===== src/rtl/cpu_pkg.sv =====
// Shared definitions for the 8-bit RISC CPU.
// Opcodes, sequencer states and opcode class helpers.
package cpu_pkg;

   localparam logic [2:0] HLT = 3'b000;
   localparam logic [2:0] SKZ = 3'b001;
   localparam logic [2:0] ADD = 3'b010;
   localparam logic [2:0] AND = 3'b011;
   localparam logic [2:0] XOR = 3'b100;
   localparam logic [2:0] LDA = 3'b101;
   localparam logic [2:0] STO = 3'b110;
   localparam logic [2:0] JMP = 3'b111;

   typedef enum logic [3:0] {
      S_PAUSE,
      S_P0,
      S_P1,
      S_P2,
      S_P3,
      S_P4,
      S_P5,
      S_P6,
      S_P7,
      S_HALTED
   } state_t;

   function automatic logic is_aluop(input logic [2:0] op);
      return (op == ADD) || (op == AND) ||
             (op == XOR) || (op == LDA);
   endfunction

endpackage


===== src/rtl/cpu_phase_controller.sv =====
// 8-phase instruction sequencer with run/pause, single-step and halt.
// Drives memory, IR, accumulator strobes and the PC retire enable.
module cpu_phase_controller
   import cpu_pkg::*;
#(
   parameter int OPCODE_W = 3,
   parameter int ICNT_W   = 16
) (
   input  logic                clock,
   input  logic                reset,
   input  logic                run,
   input  logic                step,
   input  logic [OPCODE_W-1:0] opcode,
   input  logic                acc_zero,
   output logic                sel,
   output logic                rd,
   output logic                ld_ir,
   output logic                ld_ac,
   output logic                data_e,
   output logic                wr,
   output logic                pc_en,
   output logic                skz_cmp,
   output logic                halted,
   output logic                paused,
   output logic [2:0]          phase,
   output logic [ICNT_W-1:0]   instr_count
);

   state_t              state;
   state_t              state_nx;
   logic [OPCODE_W-1:0] op_q;
   logic                alu;
   logic                sto;

   assign alu = is_aluop(op_q[2:0]);
   assign sto = (op_q[2:0] == STO);

   always_ff @(posedge clock or negedge reset) begin
      if (!reset) state <= S_PAUSE;
      else        state <= state_nx;
   end

   always_comb begin
      state_nx = state;
      unique case (state)
         S_PAUSE:  if (run || step) state_nx = S_P0;
         S_P0:     state_nx = S_P1;
         S_P1:     state_nx = S_P2;
         S_P2:     state_nx = S_P3;
         S_P3:     state_nx = S_P4;
         S_P4:     state_nx = (op_q[2:0] == HLT) ? S_HALTED : S_P5;
         S_P5:     state_nx = S_P6;
         S_P6:     state_nx = S_P7;
         S_P7:     state_nx = run ? S_P0 : S_PAUSE;
         S_HALTED: state_nx = S_HALTED;
         default:  state_nx = S_PAUSE;
      endcase
   end

   always_comb begin
      sel    = 1'b0;
      rd     = 1'b0;
      ld_ir  = 1'b0;
      ld_ac  = 1'b0;
      data_e = 1'b0;
      wr     = 1'b0;
      pc_en  = 1'b0;
      halted = 1'b0;
      paused = 1'b0;
      phase  = 3'd0;
      unique case (state)
         S_PAUSE:  paused = 1'b1;
         S_P0: begin
            phase = 3'd0;
            sel   = 1'b1;
         end
         S_P1: begin
            phase = 3'd1;
            sel   = 1'b1;
            rd    = 1'b1;
         end
         S_P2, S_P3: begin
            phase = (state == S_P2) ? 3'd2 : 3'd3;
            sel   = 1'b1;
            rd    = 1'b1;
            ld_ir = 1'b1;
         end
         S_P4:     phase = 3'd4;
         S_P5: begin
            phase = 3'd5;
            rd    = alu;
         end
         S_P6: begin
            phase  = 3'd6;
            rd     = alu;
            data_e = sto;
         end
         S_P7: begin
            phase  = 3'd7;
            rd     = alu;
            ld_ac  = alu;
            data_e = sto;
            wr     = sto;
            pc_en  = 1'b1;
         end
         S_HALTED: halted = 1'b1;
         default:  paused = 1'b0;
      endcase
   end

   // op_q is captured once per instruction; skz_cmp holds until next P6
   always_ff @(posedge clock or negedge reset) begin
      if (!reset) begin
         op_q        <= '0;
         skz_cmp     <= 1'b0;
         instr_count <= '0;
      end else begin
         if (state == S_P3) op_q <= opcode;
         if (state == S_P6) skz_cmp <= acc_zero && (op_q[2:0] == SKZ);
         if (state == S_P7) instr_count <= instr_count + 1'b1;
      end
   end

endmodule


===== config.mk =====
export PLATFORM = sky130hd
export DESIGN_NAME = cpu_phase_controller
export DESIGN_NICKNAME = d
export VERILOG_FILES = /design/src/rtl/cpu_pkg.sv /design/src/rtl/cpu_phase_controller.sv
export SDC_FILE = /design/constraint.sdc
export NUM_CORES = 1
export LEC_CHECK = 0
export CAP_MARGIN = 5
export CORE_UTILIZATION = 45
export CTS_CLUSTER_DIAMETER = 60
export DETAILED_ROUTE_END_ITERATION = 8
export GPL_TIMING_DRIVEN = 0
export PLACE_DENSITY = 0.76
export SKIP_LAST_GASP = 1
export SLEW_MARGIN = 20
export SYNTH_ARGS = -nofsm -noshare
export SYNTH_HDL_FRONTEND = slang
export SYNTH_SLANG_ARGS = --single-unit

===== constraint.sdc =====
create_clock -name clock -period 1.91 [get_ports clock]
set_input_delay 0.382 -clock clock [delete_from_list [all_inputs] [get_ports clock]]
set_output_delay 0.382 -clock clock [all_outputs]
set_load 0.01 [all_outputs]

==> impl_metrics.ini <==
[placement]
placed_cells = 191
port_buffers = 36
hpwl_mm = 2.096
dpl_cell_area_um2 = 1672
place.gp.congestion = 0.8256

[global_routing]
top_usage_layer = met2
first_global_vias = 1142
grt_usage_pct = 20.72
use_met2_pct = 36.83
gr-total-overflow = 0
grt_pass1_wl_mm = 5.099
antenna_found_initial = 0
grt.met3_usage_pct = 3.044
grt_max_degree = 25
use_met1_pct = 24.58

[setup_path]
reg2reg_setup_slack_ps = 170
rr_worst_depth = 7
start_kind = flop
critical_path.max_fanout = 4
cp.arrival_ps = 1610
crit_type = reg2out
worstPathRequired_ps = 1530
reg2reg_to = instr_count[13]$_DFFE_PN0P_
critPathLaunch = state[1]$_DFFE_PN0P_
worstReg2RegStart = state[2]$_DFFE_PN0P_
cp-endpoint = rd
end_kind = output pin

[route]
ant_nets = 0
drc = 0
drt_wl_total_mm = 3.154
routed_via_density = 5.505
drtIter0Drc = 38
dr_total_vias = 1134
drt-pass1-iter-count = 4
post_drt_wl_per_cell_um = 15.31

[sta]
maxSlewViolCount = 0
clock-skew-final_ps = 3.451
rsz0062_at_grt = true
worstMarginPinSlew_ps = 531.0
setup_viol = 1
hold_viol_final = 0
min_period_ps = 1988
holdWs_ps = 22.51
slew_headroom_pct = 64.60
max_freq_mhz = 502.9
setup_ws_ps = -78.40
period_share_pct = 104.1

[die]
rows = 18
die_w_um = 55.20
core_region_area_um2 = 2567
die_y_um = 55.20
die_area_um2 = 3047
ios = 37
initial_core_util_pct = 49.61

[synthesis]
ys_warn_count = 0
syn_nets = 134
ys_ff_latch = 24
syn-instance-count = 125
synth_area_um2 = 1274
postSynthAreaPerCell_um2 = 10.19
yosysSeqAreaShare_pct = 47.15
synth.distinct_cells = 32

[cts]
cts_sinks = 24
cts_buffer_depth = 2
cts-root-buf = clkbuf_4
clk_pin_slew_ps = 140
insertion_delay_ps = 310
numCtsBuffers = 3
tritoncts = done
cts_max_level = 1

[finish]
final_nets = 186
stdcell_count = 206
diodes = 0
syn_to_final_growth_pct = 47.54
drive_above_1_share_pct = 31.82
stdcell_area_um2 = 1879

[hold_path]
worstHoldPathType = in2async

[power_and_ir_drop]
vdd_drop_max_mv = 1.090
netSwitchingFraction_pct = 39.06
p_leak_uw = 0.0008705
clockPowerShare_pct = 14.7
p_int_uw = 1536
pwr-share-comb_pct = 55.2
power.total_uw = 2521
p_switching_uw = 984.7
powerDensity_nw_per_um2 = 1342
seq_power_share_pct = 30.1

[status]
status = finished, violations left
violations = negative setup slack

[flow_run]
maxCapViolCount = 0
-- state kept, by name (all words and copies together) (netlist names) --
signal	cells
instr_count	16
state	4
op_q	3
skz_cmp	1
-- worst max-delay path, cell delays in order (launching register included) --
cell and delay, ps:
dfrtp_2 470, nor2_4 160, buf_6 130, nand2_4 50, a21boi_2 160, o22ai_1 160, buf_2 170
-- cells in the mapped netlist --
cell	number	area, µm²
inv_6	1	8.760
inv_1	3	11.26
o22ai_1	1	6.260
o41ai_1	1	8.760
nor3_1	7	35.03
a32oi_1	1	8.760
and2_1	1	6.260
clkbuf_1	4	15.01
or2b_1	1	7.510
nor4_4	1	21.27
nor2_4	1	11.26
nor2_1	6	22.52
and3_1	4	25.02
a31o_2	1	8.760
nand3b_4	1	20.02
mux2_2	3	33.78
nand2_1	14	52.55
xnor2_1	13	113.9
nand3_1	10	50.05
a21boi_0	2	15.01
nor2b_1	1	6.260
nor4_1	1	6.260
dfrtp_1	24	600.6
nand3b_1	4	30.03
nand4_1	1	6.260
ha_1	1	12.51
o31ai_1	1	7.510
o21ai_0	4	20.02
a21oi_1	4	20.02
nand4_4	1	21.27
xor2_1	6	52.55
and4_1	1	8.760
-- area by class of cell --
class | count | area [µm²]
clock inverters | 1 | 30.03
clock buffers | 3 | 22.52
repair buffers | 48 | 400.4
fillers | 196 | 688.2
plain buffers | 3 | 26.28
inverters | 4 | 20.02
flip-flops and latches | 24 | 605.6
multi-input cells | 93 | 737.0
well taps | 30 | 37.54
-- placed cells by master (no fill, tap or decap), drive strengths merged, types with 5 or more instances in the layout --
| master | instances |
|---|---|
| buf | 18 |
| clkbuf | 11 |
| clkdlybuf4s50 | 23 |
| dfrtp | 24 |
| nand2 | 14 |
| nand3 | 10 |
| nand3b | 5 |
| nor2 | 7 |
| nor3 | 7 |
| xnor2 | 13 |
| xor2 | 6 |
-- metrics by stage --
stage | util (%) | TNS (ps) | setup slack [ps]
after floorplan | - | 0 | 405.6
final | 73.20 | -78.40 | -78.40
after global routing | 73.20 | -309.5 | -158.8
after global placement | 65.11 | -780.9 | -160.7
after CTS | 70.76 | -415.9 | -193.8
after detailed placement | 65.11 | -1259 | -256.5
-- power by group through the flow --
stage | clock, µW | sequential [µW] | combinational, µW
after global placement | 0 | 758 | 1000
after detailed placement | 0 | 769 | 1030
after global routing | 401 | 772 | 1490
after floorplan | 0 | 753 | 589
after CTS | 371 | 737 | 1200
final | 371 | 758 | 1390
-- logic make-up after synthesis --
group | Yosys count | share of synthesized area, %
multiplexers | 3 | 2.652
flip-flops | 24 | 47.15
buffers and inverters | 8 | 2.750
AND/OR/NAND/NOR | 55 | 25.93
XOR/XNOR | 19 | 13.06
AO/OA/AOI/OAI | 15 | 7.466
adder cells (fa/ha/maj) | 1 | 0.9822
-- worst min-delay path by stage --
stage	startpoint	end	slack, ps	cells after the start
finish	reset	instr_count[7]$_DFFE_PN0P_	20	1
global route	reset	instr_count[6]$_DFFE_PN0P_	50	1
CTS	instr_count[15]$_DFFE_PN0P_	instr_count[15]$_DFFE_PN0P_	480	1
detailed placement	instr_count[15]$_DFFE_PN0P_	instr_count[15]$_DFFE_PN0P_	460	1
global placement	instr_count[15]$_DFFE_PN0P_	instr_count[15]$_DFFE_PN0P_	460	1
floorplan	reset	instr_count[0]$_DFFE_PN0P_	90	0
-- routing by layer --
metal / vias up / share of wire (%)
met2: 41 / 51
met3: 6 / 4.6
met1: 549 / 43
li1: 538 / -
met5: - / 0
met4: 0 / 2.0
-- what timing repair did --
item,CTS,global route
setup endpoints to repair,12,12
hold buffers,0,0
pin swaps,1,4
buffers inserted,7,5
resized for setup,37,38
Note: power is estimated with default switching activity, not from simulation.
